--- config.mk ---
export PLATFORM = sky130hd
export DESIGN_NAME = osc_tune_ctrl
export DESIGN_NICKNAME = d
export VERILOG_FILES = /design/src/rtl/osc_tune_ctrl.sv
export SDC_FILE = /design/constraint.sdc
export NUM_CORES = 1
export LEC_CHECK = 0
export CAP_MARGIN = 0
export CORE_MARGIN = 2
export CORE_UTILIZATION = 30
export DETAILED_ROUTE_END_ITERATION = 16
export HOLD_SLACK_MARGIN = 0.15
export PLACE_DENSITY = 0.44
export SYNTH_ARGS = -nofsm -noshare
export SYNTH_HDL_FRONTEND = slang
export SYNTH_SLANG_ARGS = --single-unit
--- constraint.sdc ---
create_clock -name clk -period 11.35 [get_ports clk]
set_input_delay 3.405 -clock clk [delete_from_list [all_inputs] [get_ports clk]]
set_output_delay 3.405 -clock clk [all_outputs]
set_load 0.05 [all_outputs]
--- src/rtl/osc_tune_ctrl.sv ---
// Closed-loop ring-oscillator tuner: counts synchronized oscillator edges per
// reference window and nudges the tap chain until the count is within tolerance.
//
// state  | meaning
// IDLE   | oscillator held in reset, loop parked
// START  | oscillator released, settling at slowest tap
// MEAS   | counting oscillator edges over one window
// DECIDE | compare window count against target +/- tol
// STEP   | one-cycle ctl pulse issued, settling afterwards
// LIMIT  | required shift blocked by end-of-chain; keep measuring
module osc_tune_ctrl #(
    parameter int CW         = 16,
    parameter int WIN_CYC    = 1024,
    parameter int SETTLE_CYC = 16,
    parameter int LOCK_CNT   = 4
) (
    input  logic          clk,
    input  logic          rst,
    input  logic          enable,
    input  logic [CW-1:0] target,
    input  logic [CW-1:0] tol,
    input  logic [CW-1:0] osc_cnt_g,
    input  logic [1:0]    osc_status,
    output logic          osc_resn,
    output logic [1:0]    osc_ctl,
    output logic [CW-1:0] meas,
    output logic          locked,
    output logic          at_limit,
    output logic          busy
);

    typedef enum logic [2:0] {
        IDLE   = 3'd0,
        START  = 3'd1,
        MEAS   = 3'd2,
        DECIDE = 3'd3,
        STEP   = 3'd4,
        LIMIT  = 3'd5
    } state_t;

    localparam int TMAX = (WIN_CYC > SETTLE_CYC) ? WIN_CYC : SETTLE_CYC;
    localparam int TW   = $clog2(TMAX);
    localparam int LW   = $clog2(LOCK_CNT + 1);

    localparam logic [TW-1:0] WIN_LD   = TW'(WIN_CYC - 1);
    localparam logic [TW-1:0] SET_LD   = TW'(SETTLE_CYC - 1);
    localparam logic [LW-1:0] LOCK_MAX = LW'(LOCK_CNT);

    localparam logic [1:0] CTL_HOLD   = 2'b00;
    localparam logic [1:0] CTL_SLOWER = 2'b11;
    localparam logic [1:0] CTL_FASTER = 2'b10;

    state_t        state_q, state_d;
    logic [CW-1:0] cnt_s1_q, cnt_s1_d, cnt_s2_q, cnt_s2_d;
    logic [1:0]    sts_s1_q, sts_s1_d, sts_s2_q, sts_s2_d;
    logic [TW-1:0] tmr_q, tmr_d;
    logic [CW-1:0] start_q, start_d;
    logic [CW-1:0] meas_q, meas_d;
    logic [LW-1:0] lock_ctr_q, lock_ctr_d;
    logic          locked_q, locked_d;
    logic          at_limit_q, at_limit_d;
    logic          osc_resn_q, osc_resn_d;
    logic [1:0]    osc_ctl_q, osc_ctl_d;
    logic          busy_q, busy_d;

    logic [CW-1:0] bin_now, win_cnt, cmp_val, hi_lim, lo_lim;
    logic [CW:0]   hi_sum;
    logic [LW-1:0] lock_inc;
    logic          is_hi, is_lo, blk_hi, blk_lo;

    function automatic logic [CW-1:0] gray2bin(input logic [CW-1:0] g);
        logic [CW-1:0] b;
        b[CW-1] = g[CW-1];
        for (int i = CW - 2; i >= 0; i--) begin
            b[i] = b[i+1] ^ g[i];
        end
        return b;
    endfunction

    // LIMIT judges its own fresh window; DECIDE judges the window just stored.
    always_comb begin
        bin_now  = gray2bin(cnt_s2_q);
        win_cnt  = bin_now - start_q;
        cmp_val  = (state_q == LIMIT) ? win_cnt : meas_q;
        hi_sum   = {1'b0, target} + {1'b0, tol};
        hi_lim   = hi_sum[CW] ? {CW{1'b1}} : hi_sum[CW-1:0];
        lo_lim   = (target > tol) ? (target - tol) : {CW{1'b0}};
        is_hi    = cmp_val > hi_lim;
        is_lo    = cmp_val < lo_lim;
        blk_hi   = is_hi && (sts_s2_q == 2'b11);
        blk_lo   = is_lo && (sts_s2_q == 2'b10);
        lock_inc = (lock_ctr_q == LOCK_MAX) ? lock_ctr_q : lock_ctr_q + 1'b1;
    end

    always_comb begin
        state_d    = state_q;
        cnt_s1_d   = osc_cnt_g;
        cnt_s2_d   = cnt_s1_q;
        sts_s1_d   = osc_status;
        sts_s2_d   = sts_s1_q;
        tmr_d      = tmr_q;
        start_d    = start_q;
        meas_d     = meas_q;
        lock_ctr_d = lock_ctr_q;
        locked_d   = locked_q;
        at_limit_d = at_limit_q;
        osc_resn_d = osc_resn_q;
        osc_ctl_d  = CTL_HOLD;

        case (state_q)
            IDLE: begin
                osc_resn_d = 1'b0;
                if (enable) begin
                    state_d    = START;
                    tmr_d      = SET_LD;
                    osc_resn_d = 1'b1;
                end
            end
            START, STEP: begin
                if (tmr_q == '0) begin
                    state_d = MEAS;
                    tmr_d   = WIN_LD;
                    start_d = bin_now;
                end else begin
                    tmr_d = tmr_q - 1'b1;
                end
            end
            MEAS: begin
                if (tmr_q == '0) begin
                    state_d = DECIDE;
                    meas_d  = win_cnt;
                end else begin
                    tmr_d = tmr_q - 1'b1;
                end
            end
            DECIDE, LIMIT: begin
                if (state_q == LIMIT && tmr_q != '0) begin
                    tmr_d = tmr_q - 1'b1;
                end else begin
                    if (state_q == LIMIT) meas_d = win_cnt;
                    if (blk_hi || blk_lo) begin
                        state_d    = LIMIT;
                        at_limit_d = 1'b1;
                        lock_ctr_d = '0;
                        locked_d   = 1'b0;
                        tmr_d      = WIN_LD;
                        start_d    = bin_now;
                    end else if (is_hi || is_lo) begin
                        state_d    = STEP;
                        at_limit_d = 1'b0;
                        lock_ctr_d = '0;
                        locked_d   = 1'b0;
                        osc_ctl_d  = is_hi ? CTL_SLOWER : CTL_FASTER;
                        tmr_d      = SET_LD;
                    end else begin
                        state_d    = MEAS;
                        at_limit_d = 1'b0;
                        lock_ctr_d = lock_inc;
                        locked_d   = (lock_inc == LOCK_MAX);
                        tmr_d      = WIN_LD;
                        start_d    = bin_now;
                    end
                end
            end
            default: state_d = IDLE;
        endcase

        // Disable wins over everything except meas, which keeps its last value.
        if (!enable) begin
            state_d    = IDLE;
            osc_resn_d = 1'b0;
            osc_ctl_d  = CTL_HOLD;
            locked_d   = 1'b0;
            at_limit_d = 1'b0;
            lock_ctr_d = '0;
            meas_d     = meas_q;
        end

        busy_d = (state_d != IDLE);
    end

    always_ff @(posedge clk or posedge rst) begin
        if (rst) begin
            state_q    <= IDLE;
            cnt_s1_q   <= '0;
            cnt_s2_q   <= '0;
            sts_s1_q   <= '0;
            sts_s2_q   <= '0;
            tmr_q      <= '0;
            start_q    <= '0;
            meas_q     <= '0;
            lock_ctr_q <= '0;
            locked_q   <= 1'b0;
            at_limit_q <= 1'b0;
            osc_resn_q <= 1'b0;
            osc_ctl_q  <= CTL_HOLD;
            busy_q     <= 1'b0;
        end else begin
            state_q    <= state_d;
            cnt_s1_q   <= cnt_s1_d;
            cnt_s2_q   <= cnt_s2_d;
            sts_s1_q   <= sts_s1_d;
            sts_s2_q   <= sts_s2_d;
            tmr_q      <= tmr_d;
            start_q    <= start_d;
            meas_q     <= meas_d;
            lock_ctr_q <= lock_ctr_d;
            locked_q   <= locked_d;
            at_limit_q <= at_limit_d;
            osc_resn_q <= osc_resn_d;
            osc_ctl_q  <= osc_ctl_d;
            busy_q     <= busy_d;
        end
    end

    assign osc_resn = osc_resn_q;
    assign osc_ctl  = osc_ctl_q;
    assign meas     = meas_q;
    assign locked   = locked_q;
    assign at_limit = at_limit_q;
    assign busy     = busy_q;

endmodule

# Word-level counts from Yosys, hierarchy flattened
# Index checks and enable logic that the tools add are counted.
# classes
addsub	5
n_lt_le_gt_ge	3
n_eq_ne	18
n_mux	48
bitwise_logic	15
reduce_logical	18
# op_table
operator	n
16-bit 2-to-1 mux	9
16-bit case mux with 2 select lines	2
10-bit 2-to-1 mux	6
10-bit case mux with 4 select lines	1
3-bit 2-to-1 mux	12
16-bit > comparator	2
16-bit subtractor	2
16-bit by 16-bit adder with 17-bit output	1
16-bit less-than comparator	1
1-bit XOR	15
3-bit == test, second input constant	4
1-bit 2-to-1 mux	12
2-bit != test, second input constant	6
3-bit case mux with 4 select lines	1
10-bit logical NOT	1
2-bit 2-to-1 mux	5
10-bit nonzero test	1
10-bit by 1-bit subtractor with 10-bit output, second input constant	1
4-bit AND reduction	2
3-bit by 2-bit == test with 1-bit output, second input constant	2
2-bit == test, second input constant	2
2-bit by 1-bit != test with 1-bit output, second input constant	2
2-bit nonzero test	2
4-bit nonzero test	1
10 further kinds	14
# word_totals
regBits	90
output_inout_bits	22
elab_cells	121

# Depth between registers and ports, before layout
# Gate-level depths: netlist of run 1.
# depth
ltp_word	25
ltp_mapped	36
ltp_nobuf	34

# Least setup slack after synthesis of run 1
# OpenSTA, ideal clock, no wires.
# synth_timing
path_kind	input to register
from	input port target[0]
to	register start_q[10]
t_arrival_ns	8.288
required_time_ns	11.225
path_slack_ns	2.936
path_stages	24
n_path_buf	2
path_cell_list	inv_1 ha_1 inv_1 fa_1 a211oi_2 o21ai_0 a21boi_1 o21a_1 nor2_1 clkbuf_1 nand2_1 ha_1 a21o_1 a21oi_1 nor2b_1 a2111oi_0 nand4b_1 a22o_1 a311oi_2 a31oi_2 and3b_4 o41ai_4 buf_6 mux2_4
# synth_via
elab_chain_len	8
elab_cells_between_ends	16
classes_between	add/sub: 2; order compare: 3; eq/ne: 1; mux: 5; reduce/logical: 5
# synth_lines
item	line_no	rtl
start: declaration	20	input logic [CW-1:0] target,
16-bit by 16-bit adder with 17-bit output (tied with other cells)	85	hi_sum = {1'b0, target} + {1'b0, tol};
16-bit 2-to-1 mux, on equally long branches	86, 87	
16-bit > comparator / 16-bit less-than comparator (equally long branches)	88, 89	
1-bit logical AND, on equally long branches	90, 91	
1-bit logical OR	141	if (blk_hi || blk_lo) begin
16-bit 2-to-1 mux	141	
16-bit 2-to-1 mux	137	if (state_q == LIMIT && tmr_q != '0) begin
16-bit case mux with 2 select lines	110	case (state_q)
end signal: assignment	205	start_q <= start_d;
end: declaration	57	logic [CW-1:0] start_q, start_d;
# Several ways; a longest one is shown, not always the timed one. The select of a mux whose other input is x is not followed.
# A chain may end at the register's enable or synchronous reset.

# Worst setup path after layout of run 1
# layout_timing
from	input port target[0]
to	register start_q[6]
# The elaborated chain is that of the path after synthesis.

==> impl_metrics.env, run 1 <==
export IMPL_synthMuxAreaShare_pct=4.28
export IMPL_maxSlewHeadroom_pct=39.6
export IMPL_clk_path_buf_depth=2
export IMPL_hold_buffers=0
export IMPL_finClkSkew_ns=0.0128
export IMPL_drt_wl_total_microns=16400
export IMPL_layout_drive_gt1_share_pct=8.41
export IMPL_dieArea_sq_um=24200
export IMPL_fin_tns_setup_ns=0
export IMPL_critical_path_class="in -> reg"
export IMPL_syn_cell_area_sq_um=6910
export IMPL_core_sq_um=22600
export IMPL_cts_resized_gates=0
export IMPL_grt_overflow=0
export IMPL_dr_pass1_iters=4
export IMPL_synth_simple_area_share_pct=15.9
export IMPL_start_util_pct=30.5
export IMPL_seq_area_frac_synth_pct=32.6
export IMPL_grt_pass1_wl_microns=27300
export IMPL_synth_area_per_cell_sq_um=9.05
export IMPL_io_buffers=74
export IMPL_slew_violations=0
export IMPL_clkTransAtPathRegs_ns=0.06
export IMPL_synth_fa_ha_area_share_pct=15.4
export IMPL_cts_inserted_buffers=9
export IMPL_hold_viol_final=0
export IMPL_die_y_microns=156
export IMPL_post_cts_buffers=0
export IMPL_layout_min_cycle_time_ns=9.70
export IMPL_synthArstFlopShare_pct=100
export IMPL_worstMarginPinSlew_ns=0.899
export IMPL_synth_cell_type_count=72
export IMPL_synthFlopType="dfrtp_1"
export IMPL_die_w_microns=156
export IMPL_synth_most_common_cell="dfrtp_1"
export IMPL_clock_latency_ns=0.35
export IMPL_htreeDepth=3
export IMPL_place_hpwl_microns=13000
export IMPL_power_density_nw_per_um2=132
export IMPL_maxCapViolations=0
export IMPL_ir_drop_mv=0.0692
export IMPL_synth_compound_area_share_pct=18.1
export IMPL_fin_nets=964
export IMPL_pin_count=75
export IMPL_worstPathRequired_ns=11.57
export IMPL_synth_edf_count=0
export IMPL_grt_start_max_net_pins=57
export IMPL_cts_sinks=90
export IMPL_critPathLaunchType="primary input"
export IMPL_synth_xor_area_share_pct=8.23
export IMPL_antenna_found_initial=0
export IMPL_synth_fp_nets=899
export IMPL_final_setup_viol_count=0
export IMPL_rsz0062_at_grt="no"
export IMPL_arrival_ns=9.93
export IMPL_vias_per_cell=4.80
export IMPL_num_vias=5359
export IMPL_gp_congestion=0.846
export IMPL_grt_pass1_vias=5398
export IMPL_ant_nets=0
export IMPL_grt_total_usage_pct=14.1
export IMPL_end_kind="flop"
export IMPL_synth_seq_cells=90
export IMPL_netlist_top_cells_area="dfrtp_1, ha_1, o21ai_0"
export IMPL_p_leak_nw=3.67
export IMPL_initialDrtViolationCount=227
export IMPL_yosysWarnings=0
export IMPL_hold_class="reg -> reg"
export IMPL_max_freq_mhz=103
export IMPL_cts_tree="yes"
export IMPL_antennaDiodeCount=0
export IMPL_synth_top_family_by_area="compound AO/OA/AOI/OAI gates"
export IMPL_cts_root_buf="clkbuf_16"
export IMPL_netlist_area_leader_share_pct=32.6
export IMPL_remaining_drc_errors=0
export IMPL_floorplan_rows=55
export IMPL_syn_to_final_growth_pct=18.8
export IMPL_critPathMaxFanout=16
export IMPL_total_power_w=0.00108
export IMPL_synth_cells=763
export IMPL_status="completed"
export IMPL_routedWlPerCell_microns=14.7
export IMPL_synth_top_cell_by_area="dfrtp_1"
export IMPL_netlist_top_cells_count="dfrtp_1, ha_1, nand2_1"
export IMPL_period_share_pct=85.5
-- worst max-delay path: stages --
cell and delay [ns]:
clkdlybuf4s50_1 0.49, ha_1 0.18, inv_1 0.06, fa_1 0.41, o21bai_1 0.16, a21oi_1 0.12, o21bai_1 0.14, a21oi_1 0.11
o21bai_1 0.20, a21oi_1 0.14, a211o_1 0.33, o21a_1 0.20, o21bai_1 0.23, a221o_1 0.62, nor2_1 0.10, ha_1 0.33
nor2b_1 0.14, o21a_1 0.16, o21ai_0 0.16, a21oi_1 0.09, o31ai_1 0.37, a21oi_1 0.15, and3_1 0.22, a31oi_2 0.39
a21o_1 0.32, o41ai_4 0.12, buf_4 0.25, mux2_4 0.31
-- layout by cell type (no fill, tap or decap), drive strengths merged, types with 3 or more instances in the layout --
cell type / synthesis / routed
a211oi: 6 / 6
a21boi: 4 / 4
a21o: 9 / 9
a21oi: 50 / 50
a221o: 3 / 3
a22oi: 3 / 3
a31o: 3 / 3
a31oi: 6 / 6
and2: 4 / 4
buf: 9 / 4
clkbuf: 15 / 12
clkdlybuf4s50: 0 / 74
clkinv: 0 / 3
dfrtp: 90 / 90
fa: 3 / 3
ha: 80 / 80
inv: 70 / 69
mux2: 16 / 16
mux2i: 8 / 8
nand2: 76 / 76
nand2b: 9 / 9
nand3: 12 / 12
nand4: 5 / 5
nor2: 62 / 62
nor2b: 14 / 14
nor3: 15 / 15
o211ai: 9 / 9
o21a: 9 / 9
o21ai: 59 / 59
o21bai: 9 / 9
o22ai: 3 / 3
o31ai: 3 / 3
or2: 7 / 7
or3: 8 / 8
xnor2: 30 / 30
xnor3: 3 / 3
xor2: 20 / 20
-- stage by stage --
| step | setup slack, ns | hold WS [ns] | std cells | utilization [%] | area (sq um) |
|---|---|---|---|---|---|
| 3_3_place_gp | 1.26 | 0.334 | 1102 | 35.0 | 7920 |
| 4_1_cts | 1.60 | 0.351 | 1117 | 36.2 | 8200 |
| 6_report | 1.65 | 0.349 | 1117 | 36.2 | 8200 |
| 5_1_grt | 1.07 | 0.354 | 1117 | 36.2 | 8200 |
| 3_5_place_dp | 1.27 | 0.336 | 1102 | 35.0 | 7920 |
| 2_1_floorplan | 2.94 | 0.331 | 763 | - | 6910 |
-- flip-flops by register name (all words and copies together), names as in the netlist --
register / count
state_q: 3
cnt_s1_q: 16
busy: 1
lock_ctr_q: 3
sts_s2_q: 2
at_limit: 1
tmr_q: 10
start_q: 16
osc_resn: 1
cnt_s2_q: 16
meas: 16
sts_s1_q: 2
locked: 1
osc_ctl: 2
-- final timing paths --
| path | cells past startpoint | start | to | slack [ns] |
|---|---|---|---|---|
| max | 28 | target[0] | start_q[6] | 1.65 |
| min | 0 | cnt_s1_q[3] | cnt_s2_q[3] | 0.35 |
| max reg2reg | 34 | cnt_s2_q[15] | start_q[4] | 2.45 |
| min reg2reg | 0 | cnt_s1_q[3] | cnt_s2_q[3] | 0.35 |
| max in group asynchronous | 3 | rst | meas[1] | 6.78 |
| min in group asynchronous | 2 | rst | osc_resn | 3.45 |
-- routing by layer --
metal  wire length (microns)  vias to the layer above  track usage [%]
li1                        -                     2765                -
met1                    8220                     2479             19.7
met2                    7320                       97             22.5
met3                     578                       18             1.81
met4                     257                        0             4.50
met5                       0                        -                0
-- layout make-up --
| type | instances | area, sq um |
|---|---|---|
| clock buffers | 12 | 256 |
| clock inverters | 3 | 25.0 |
| repair buffers | 78 | 771 |
| flip-flops and latches | 90 | 2250 |
| inverters | 70 | 264 |
| fillers | 2310 | 14400 |
| multi-input cells | 579 | 4280 |
| well taps | 285 | 357 |
-- logic make-up (layout without fill, tap and decap cells) --
kind of cell	after synthesis	after routing
AND/OR/NAND/NOR	225	225
AO/OA/AOI/OAI	194	194
buffers and inverters	94	163
flip-flops	90	90
adder cells (fa/ha/maj)	83	83
XOR/XNOR	53	53
multiplexers	24	24
-- power breakdown --
| part | internal, W | leakage, nW | switching, W |
|---|---|---|---|
| clock | 0.000160 | 0.135 | 0.000124 |
| sequential | 0.000335 | 1.13 | 0.00000877 |
| combinational | 0.000200 | 2.40 | 0.000253 |
Power figures use the tool's default switching activity.
==> inputs of run 2 (changes only) <==
--- a/config.mk
+++ b/config.mk
@@ -7,10 +7,11 @@
 export LEC_CHECK = 0
 export CAP_MARGIN = 0
 export CORE_MARGIN = 2
-export CORE_UTILIZATION = 30
+export CORE_UTILIZATION = 45
+export CTS_CLUSTER_SIZE = 30
 export DETAILED_ROUTE_END_ITERATION = 16
 export HOLD_SLACK_MARGIN = 0.15
-export PLACE_DENSITY = 0.44
+export PLACE_DENSITY = 0.62
 export SYNTH_ARGS = -nofsm -noshare
 export SYNTH_HDL_FRONTEND = slang
 export SYNTH_SLANG_ARGS = --single-unit
==> run 2 against run 1 <==
  * Fmax down 2.5%
  * Register-to-register slack worse by 0.47 ns
  * Total power up 0.37%
  * Sequential cell count unchanged
  * Clock skew down 0.0047 ns
  * First-iteration DRC count up 16%
  * Setup slack worse by 0.25 ns
  * Clock power up 4%
  * Die area down 33%
  * Via count up 1.5%
  * Utilization up 17 points
  * Largest cell class unchanged
  * Largest power group unchanged
  * Highest routed layer unchanged
==> impl_metrics.env, run 2 (synthesis results as in run 1) <==
export IMPL_crit_top_cell="a21oi_1"
export IMPL_share_seq_of_total_power_pct=31.7
export IMPL_grt_overflow=0
export IMPL_io_buffers=74
export IMPL_layout_commonest_cell="dfrtp_1"
export IMPL_clkTransAtPathRegs_ns=0.06
export IMPL_routedWlPerCell_microns=14.2
export IMPL_antenna_found_initial=0
export IMPL_die_y_microns=128
export IMPL_worstPathRequired_ns=11.61
export IMPL_critical_path_class="in -> reg"
export IMPL_maxSlewHeadroom_pct=20.3
export IMPL_cp_num_buf_inv=4
export IMPL_cts_sinks=90
export IMPL_p_int_w=0.000708
export IMPL_critPathMaxFanout=15
export IMPL_p_leak_nw=3.67
export IMPL_arrival_ns=10.21
export IMPL_period_share_pct=87.7
export IMPL_worstMarginPinSlew_ns=1.19
export IMPL_clk_path_buf_depth=2
export IMPL_start_util_pct=45.8
export IMPL_maxCapViolations=0
export IMPL_hold_ws_ns=0.348
export IMPL_dr_pass1_iters=5
export IMPL_total_power_w=0.00108
export IMPL_core_sq_um=15100
export IMPL_clock_power_share_pct=27.2
export IMPL_die_w_microns=128
export IMPL_layout_min_cycle_time_ns=9.95
export IMPL_end_kind="flop"
export IMPL_path_delay_family="compound AO/OA/AOI/OAI gates"
export IMPL_layout_drive_gt1_share_pct=8.42
export IMPL_pin_count=75
export IMPL_cts_resized_gates=0
export IMPL_rsz0062_at_grt="no"
export IMPL_vias_per_cell=5.34
export IMPL_critPathLaunchType="primary input"
export IMPL_max_freq_mhz=101
export IMPL_post_cts_buffers=0
export IMPL_num_vias=5437
export IMPL_grt_total_usage_pct=19.0
export IMPL_grt_pass1_wl_microns=25200
export IMPL_combPwrFrac_pct=41.1
export IMPL_grt_pass1_vias=5427
export IMPL_gp_congestion=0.832
export IMPL_fin_tns_setup_ns=0
export IMPL_ant_nets=0
export IMPL_syn_to_final_growth_pct=17.2
export IMPL_initialDrtViolationCount=264
export IMPL_floorplan_rows=45
export IMPL_fin_nets=964
export IMPL_slew_violations=0
export IMPL_antennaDiodeCount=0
export IMPL_htreeDepth=3
export IMPL_power_switching_w=0.000377
export IMPL_place_hpwl_microns=11400
export IMPL_critPathSlowestCell="o41ai_4"
export IMPL_switching_share_pct=34.8
export IMPL_hold_viol_final=0
export IMPL_dieArea_sq_um=16400
export IMPL_ir_drop_mv=0.0917
export IMPL_cts_inserted_buffers=9
export IMPL_hold_class="reg -> reg"
export IMPL_cts_tree="yes"
export IMPL_status="completed"
export IMPL_finClkSkew_ns=0.00808
export IMPL_cp_slowest_stage_delay_ns=1.01
export IMPL_mostFrequentLayoutCells="dfrtp_1, ha_1, nand2_1"
export IMPL_remaining_drc_errors=0
export IMPL_grt_start_max_net_pins=91
export IMPL_power_density_nw_per_um2=134
export IMPL_hold_buffers=0
export IMPL_final_setup_viol_count=0
export IMPL_r2r_slack_ns=1.98
export IMPL_cts_root_buf="clkbuf_16"
export IMPL_clock_latency_ns=0.35
export IMPL_drt_wl_total_microns=14400
## run 2: path summary, 6_finish.rpt
check                                  start            to  depth (start not counted)
min in group asynchronous                rst  cnt_s1_q[10]                          3
worst min register to register  cnt_s1_q[10]  cnt_s2_q[10]                          0
max in group asynchronous                rst       meas[0]                          3
worst max register to register  cnt_s2_q[15]    start_q[1]                         34
worst min-delay path            cnt_s1_q[10]  cnt_s2_q[10]                          0
worst max-delay path                  tol[0]    start_q[1]                         28
## run 2: power groups by stage
stage,Sequential (W),Clock (W),Combinational (W)
floorplan,0.000349,0,0.000345
global placement,0.000350,0,0.000439
detailed placement,0.000350,0,0.000447
CTS,0.000344,0.000304,0.000453
global route,0.000346,0.000318,0.000506
finish,0.000344,0.000295,0.000446
## run 2: stage by stage
stage / setup slack (ns) / cell area, sq um / util (%) / std cells
after floorplan: 2.94 / 6910 / - / 763
after global placement: 1.09 / 7800 / 51.7 / 1005
after detailed placement: 1.03 / 7800 / 51.7 / 1005
after CTS: 1.38 / 8090 / 53.6 / 1019
after global routing: 0.731 / 8090 / 53.6 / 1019
final: 1.40 / 8090 / 53.6 / 1019
## run 2: per-layer routing
layer / global-route usage [%] / share of wire, % / vias to the layer above
li1: - / - / 2762
met2: 32.9 / 49 / 100
met3: 3.92 / 4.1 / 15
met1: 24.7 / 46 / 2560
met5: 0 / 0 / -
met4: 4.01 / 1.1 / 0
## run 2: cell type report
class | instances | area [sq um]
Multi-Input combinational cell | 579 | 4280
Fill cell | 1423 | 7000
Timing Repair Buffer | 78 | 771
Inverter | 70 | 264
Tap cell | 188 | 235
Sequential cell | 90 | 2250
Clock buffer | 10 | 239
Clock inverter | 4 | 53.8
==> inputs of run 3 (changes only) <==
--- a/config.mk
+++ b/config.mk
@@ -6,10 +6,10 @@
 export NUM_CORES = 1
 export LEC_CHECK = 0
 export CAP_MARGIN = 0
-export CORE_MARGIN = 2
 export CORE_UTILIZATION = 45
 export CTS_CLUSTER_SIZE = 30
 export DETAILED_ROUTE_END_ITERATION = 16
+export GPL_TIMING_DRIVEN = 0
 export HOLD_SLACK_MARGIN = 0.15
 export PLACE_DENSITY = 0.62
 export SYNTH_ARGS = -nofsm -noshare
==> run 3 against run 2 <==
  * Clock skew decreased by 0.0045 ns
  * Total power increased by 0.92%
  * Combinational power increased by 0.9%
  * Utilization increased by 2.0 points
  * Sequential power about the same
  * Clock power increased by 2%
  * Largest cell class unchanged
  * Register-to-register slack improved by 0.29 ns
  * Sequential share of layout area decreased by 0.40 points
  * Critical path type unchanged
  * Via count increased by 3.4%
  * Global-route usage increased by 0.79 points
==> impl_metrics.env, run 3 (synthesis results as in run 1) <==
export IMPL_status="completed"
export IMPL_fin_nets=985
export IMPL_layout_min_cycle_time_ns=9.79
export IMPL_grt_pass1_vias=5526
export IMPL_cts_sinks=90
export IMPL_io_buffers=74
export IMPL_dr_pass1_iters=5
export IMPL_hold_ws_ns=0.347
export IMPL_syn_to_final_growth_pct=18.9
export IMPL_core_sq_um=14800
export IMPL_hold_buffers=0
export IMPL_dp_cells=1022
export IMPL_cts_tree="yes"
export IMPL_drt_wl_total_microns=14900
export IMPL_gp_congestion=0.838
export IMPL_start_util_pct=46.8
export IMPL_dieArea_sq_um=15800
export IMPL_die_w_microns=126
export IMPL_place_hpwl_microns=12100
export IMPL_critPathLaunchType="primary input"
export IMPL_cts_inserted_buffers=9
export IMPL_p_leak_nw=3.72
export IMPL_maxSlewHeadroom_pct=48.9
export IMPL_fin_tns_setup_ns=0
export IMPL_clk_path_buf_depth=2
export IMPL_max_freq_mhz=102
export IMPL_worstMarginPinSlew_ns=0.761
export IMPL_antenna_found_initial=0
export IMPL_critical_path_class="in -> reg"
export IMPL_ir_drop_mv=0.0966
export IMPL_post_cts_buffers=0
export IMPL_pre_cts_slack_ns=1.25
export IMPL_vias_per_cell=5.42
export IMPL_hp_start="sts_s1_q[1]"
export IMPL_arrival_ns=10.01
export IMPL_min_delay_worst_endpoint="sts_s2_q[1]"
export IMPL_hold_class="reg -> reg"
export IMPL_r2r_cells=34
export IMPL_final_setup_viol_count=0
export IMPL_period_share_pct=86.3
export IMPL_r2r_start="cnt_s2_q[15]"
export IMPL_critPathMaxFanout=10
export IMPL_slew_violations=0
export IMPL_layout_commonest_cell="dfrtp_1"
export IMPL_regArea_sq_um=2250
export IMPL_reg2reg_to="start_q[6]"
export IMPL_grt_pass1_wl_microns=25500
export IMPL_grt_overflow=0
export IMPL_worstPathRequired_ns=11.57
export IMPL_ant_nets=0
export IMPL_fin_cells=1038
export IMPL_clock_latency_ns=0.34
export IMPL_mostFrequentLayoutCells="dfrtp_1, ha_1, nand2_1"
export IMPL_antennaDiodeCount=0
export IMPL_end_kind="flop"
export IMPL_grt_total_usage_pct=19.8
export IMPL_routedWlPerCell_microns=14.4
export IMPL_rsz0062_at_grt="no"
export IMPL_maxCapViolations=0
export IMPL_grt_start_max_net_pins=48
export IMPL_layout_drive_gt1_share_pct=8.90
export IMPL_initialDrtViolationCount=251
export IMPL_whs_path_depth=0
export IMPL_htreeDepth=3
export IMPL_floorplan_rows=44
export IMPL_fill_cells=1325
export IMPL_startpoint="target[1]"
export IMPL_r2r_slack_ns=2.27
export IMPL_pin_count=75
export IMPL_num_vias=5624
export IMPL_multi_input_area_sq_um=4280
export IMPL_cts_root_buf="clkbuf_16"
export IMPL_hold_viol_final=0
export IMPL_cts_resized_gates=0
export IMPL_power_density_nw_per_um2=133
export IMPL_finClkSkew_ns=0.00358
export IMPL_remaining_drc_errors=0
export IMPL_utilization_pct=55.7
export IMPL_die_y_microns=126
export IMPL_finalWorstSetupSlack_ns=1.56
export IMPL_clkTransAtPathRegs_ns=0.06
-- run 3: cell types whose count changed in the layout (fill, tap and decap cells not counted) --
cell,before,now
clkbuf_1,0,16
buf_1,0,1
buf_4,4,0
inv_4,0,1
buf_6,0,2
buf_16,0,1
clkinv_2,1,0
inv_6,0,1
buf_2,0,6
-- run 3: worst max path at each step --
stage,slack [ns],cells after the start,to
after floorplan,2.94,24,start_q[10]
after global placement,1.32,28,start_q[6]
after detailed placement,1.25,28,start_q[6]
after CTS,1.61,28,start_q[6]
after global routing,0.97,28,start_q[6]
final,1.56,28,start_q[6]
-- run 3: power breakdown --
group | leakage, nW | switching (W) | internal [W] | total, W
Clock | 0.142 | 0.000124 | 0.000178 | 0.000301
Combinational | 2.45 | 0.000249 | 0.000201 | 0.000450
Sequential | 1.13 | 0.00000779 | 0.000335 | 0.000343
-- run 3: per-stage QoR --
stage	power (W)	cell area, sq um
final	0.00109	8210
after global routing	0.00118	8210
after CTS	0.00111	8210
after detailed placement	0.000803	7910
after global placement	0.000790	7880
after floorplan	0.000694	6910
-- run 3: per-layer routing --
layer | up-vias | wire length (microns) | GRT usage, %
met5 | - | 0 | 0
met4 | 0 | 91 | 4.54
met3 | 8 | 612 | 3.70
met2 | 123 | 7160 | 34.1
met1 | 2670 | 7060 | 25.8
li1 | 2823 | - | -
-- run 3: final cells by class --
cell class	instances	area share, %
Sequential cell	90	27.4
Multi-Input combinational cell	579	52.1
Clock buffer	11	2.96
Clock inverter	5	0.762
Tap cell	184	2.80
Inverter	70	3.23
Timing Repair Buffer	75	9.36
Buffer	24	1.37
-- run 3: worst max-delay path, stage by stage --
cell and delay, ns:
clkdlybuf4s50_1 0.57, inv_1 0.09, fa_1 0.48, o21bai_1 0.15, a21oi_1 0.11, o21bai_1 0.14, a21oi_1 0.12, o21bai_1 0.19
a21oi_1 0.12, a211o_1 0.32, o21a_1 0.20, o21bai_1 0.24, a221o_1 0.41, clkbuf_1 0.37, nor2_1 0.10, ha_1 0.30
a21oi_1 0.15, o22ai_1 0.09, o21ai_0 0.17, nand2b_1 0.07, a211oi_1 0.31, a21oi_1 0.17, and3_1 0.22, a31oi_2 0.41
a21o_1 0.34, o41ai_4 0.23, buf_6 0.22, mux2_4 0.30
==> variant: new RTL, config.mk and constraints of run 2 <==
Encoding of `state_t`: now one-hot (6 bits for 6 states).
--- a/src/rtl/osc_tune_ctrl.sv
+++ b/src/rtl/osc_tune_ctrl.sv
@@ -30,11 +30,11 @@
 );
 
-    typedef enum logic [2:0] {
-        IDLE   = 3'd0,
-        START  = 3'd1,
-        MEAS   = 3'd2,
-        DECIDE = 3'd3,
-        STEP   = 3'd4,
-        LIMIT  = 3'd5
+    typedef enum logic [5:0] {
+        IDLE   = 6'b000001,
+        START  = 6'b000010,
+        MEAS   = 6'b000100,
+        DECIDE = 6'b001000,
+        STEP   = 6'b010000,
+        LIMIT  = 6'b100000
     } state_t;
 
Formal check against the unedited RTL: same outputs for any inputs over 10 cycles, from zero or initial values and one cycle with rst high; not proved beyond that.
==> variant against run 2 <==
Worst setup slack gained 0.16 ns; wire length is 13% higher; fmax grew 1.6%; die area grew 3.3%; area after synthesis is 3.4% higher; total power grew 2.6%; design area up 3.4%; sequential cell count increased by 3; critical path type unchanged; global-route usage grew 1.0 points; highest routed layer unchanged; largest cell class unchanged.
==> variant: results (changes against run 2) <==
Non-clock buffers, area share: 0.09035 (-0.004887)
most frequent cell after synthesis: nand2_1
met3 WL post-DR: 663 um (+13%)
Peak VDD IR: 0.08535 mV (-7.0%)
pin count of the biggest net entering global routing: 58 (-36%)
#MultiIn Comb: 630 (+8.8%)
Tightest Pin Transition: 0.9473 ns (-0.2439 ns)
DRT Pass-1 Iters: 7 (+2)
ClkCell Share: 0.03725 (+0.001069)
synth top area cells: dfrtp_1 (32%), ha_1 (14%), nand2_1 (6.1%)
status: completed
FILL cells: 1422 (-0.070%)
first-pass GRT wire length: 26810 um (+6.3%)
clk_buf instances: 12 (+2)
DR iter-0 viols: 305 (+16%)
GR Util met2: 0.3388 (+0.01005)
Synthesized Nets: 945 (+5.1%)
Final Cell Area: 8364 um2 (+3.4%)
area of the multi-input gates: 4457 um2 (+4.2%)
RePlAce Congestion: 0.8916 (+7.2%)
WL/cell: 14.91 um (+5.3%)
GR Util met1: 0.2680 (+0.02107)
nonclk inv count: 64 (-8.6%)
leak pwr: 3.856 nW (+5.1%)
Plain + repair buffers: 76 (-2.6%)
die area: 16890 um2 (+3.3%)
CP Data Arrival Time: 10.02 ns (-0.19 ns)
nets: 1010 (+4.8%)
GR Util met3: 0.03526 (-0.003972)
variant: cell types whose count changed after synthesis, moves of 6 or more:
cell     delta
a21o_1      +6
inv_1       -8
mux2_1      +8
nand2_1    +40
o21ai_0    -27
nor2_1     +10
nor3_1     +10
xor2_1      +7
mux2_2      -6
variant: kinds of logic after synthesis:
kind of cell	share of synthesized area
multiplexers	0.03768
AND/OR/NAND/NOR	0.1868
flip-flops	0.3261
XOR/XNOR	0.08237
buffers and inverters	0.04960
adder cells (fa/ha/maj)	0.1486
AO/OA/AOI/OAI	0.1688
variant: power by group:
| part | total, mW | internal, mW | switching [mW] |
|---|---|---|---|
| Sequential | 0.350 | 0.342 | 0.00730 |
| Clock | 0.312 | 0.184 | 0.128 |
| Combinational | 0.451 | 0.188 | 0.263 |
variant: final timing paths:
path	from	end	slack [ns]	cells past startpoint
hold reg to reg	cnt_s1_q[14]	cnt_s2_q[14]	0.35	0
max in group asynchronous	rst	meas[8]	6.78	3
min in group asynchronous	rst	tmr_q[0]	3.43	2
setup / recovery	target[1]	start_q[3]	1.56	24
hold / removal	cnt_s1_q[14]	cnt_s2_q[14]	0.35	0
setup reg to reg	cnt_s2_q[15]	start_q[3]	2.86	32
variant: critical path, cell delays in order:
cell,delay (ns)
clkdlybuf4s50_1,0.57
inv_1,0.09
fa_1,0.46
o21bai_1,0.15
a21oi_1,0.11
o21ai_0,0.18
a21oi_1,0.12
o21bai_1,0.13
a21oi_1,0.15
o41ai_1,0.46
a221o_1,0.29
a221o_1,0.47
nor2_1,0.09
ha_1,0.31
nor2b_1,0.14
o21a_1,0.16
o21a_1,0.15
o21ai_0,0.14
a21oi_1,0.10
o21ai_0,0.76
o31ai_4,0.26
o221ai_4,0.21
a21o_1,0.69
mux2_1,0.39
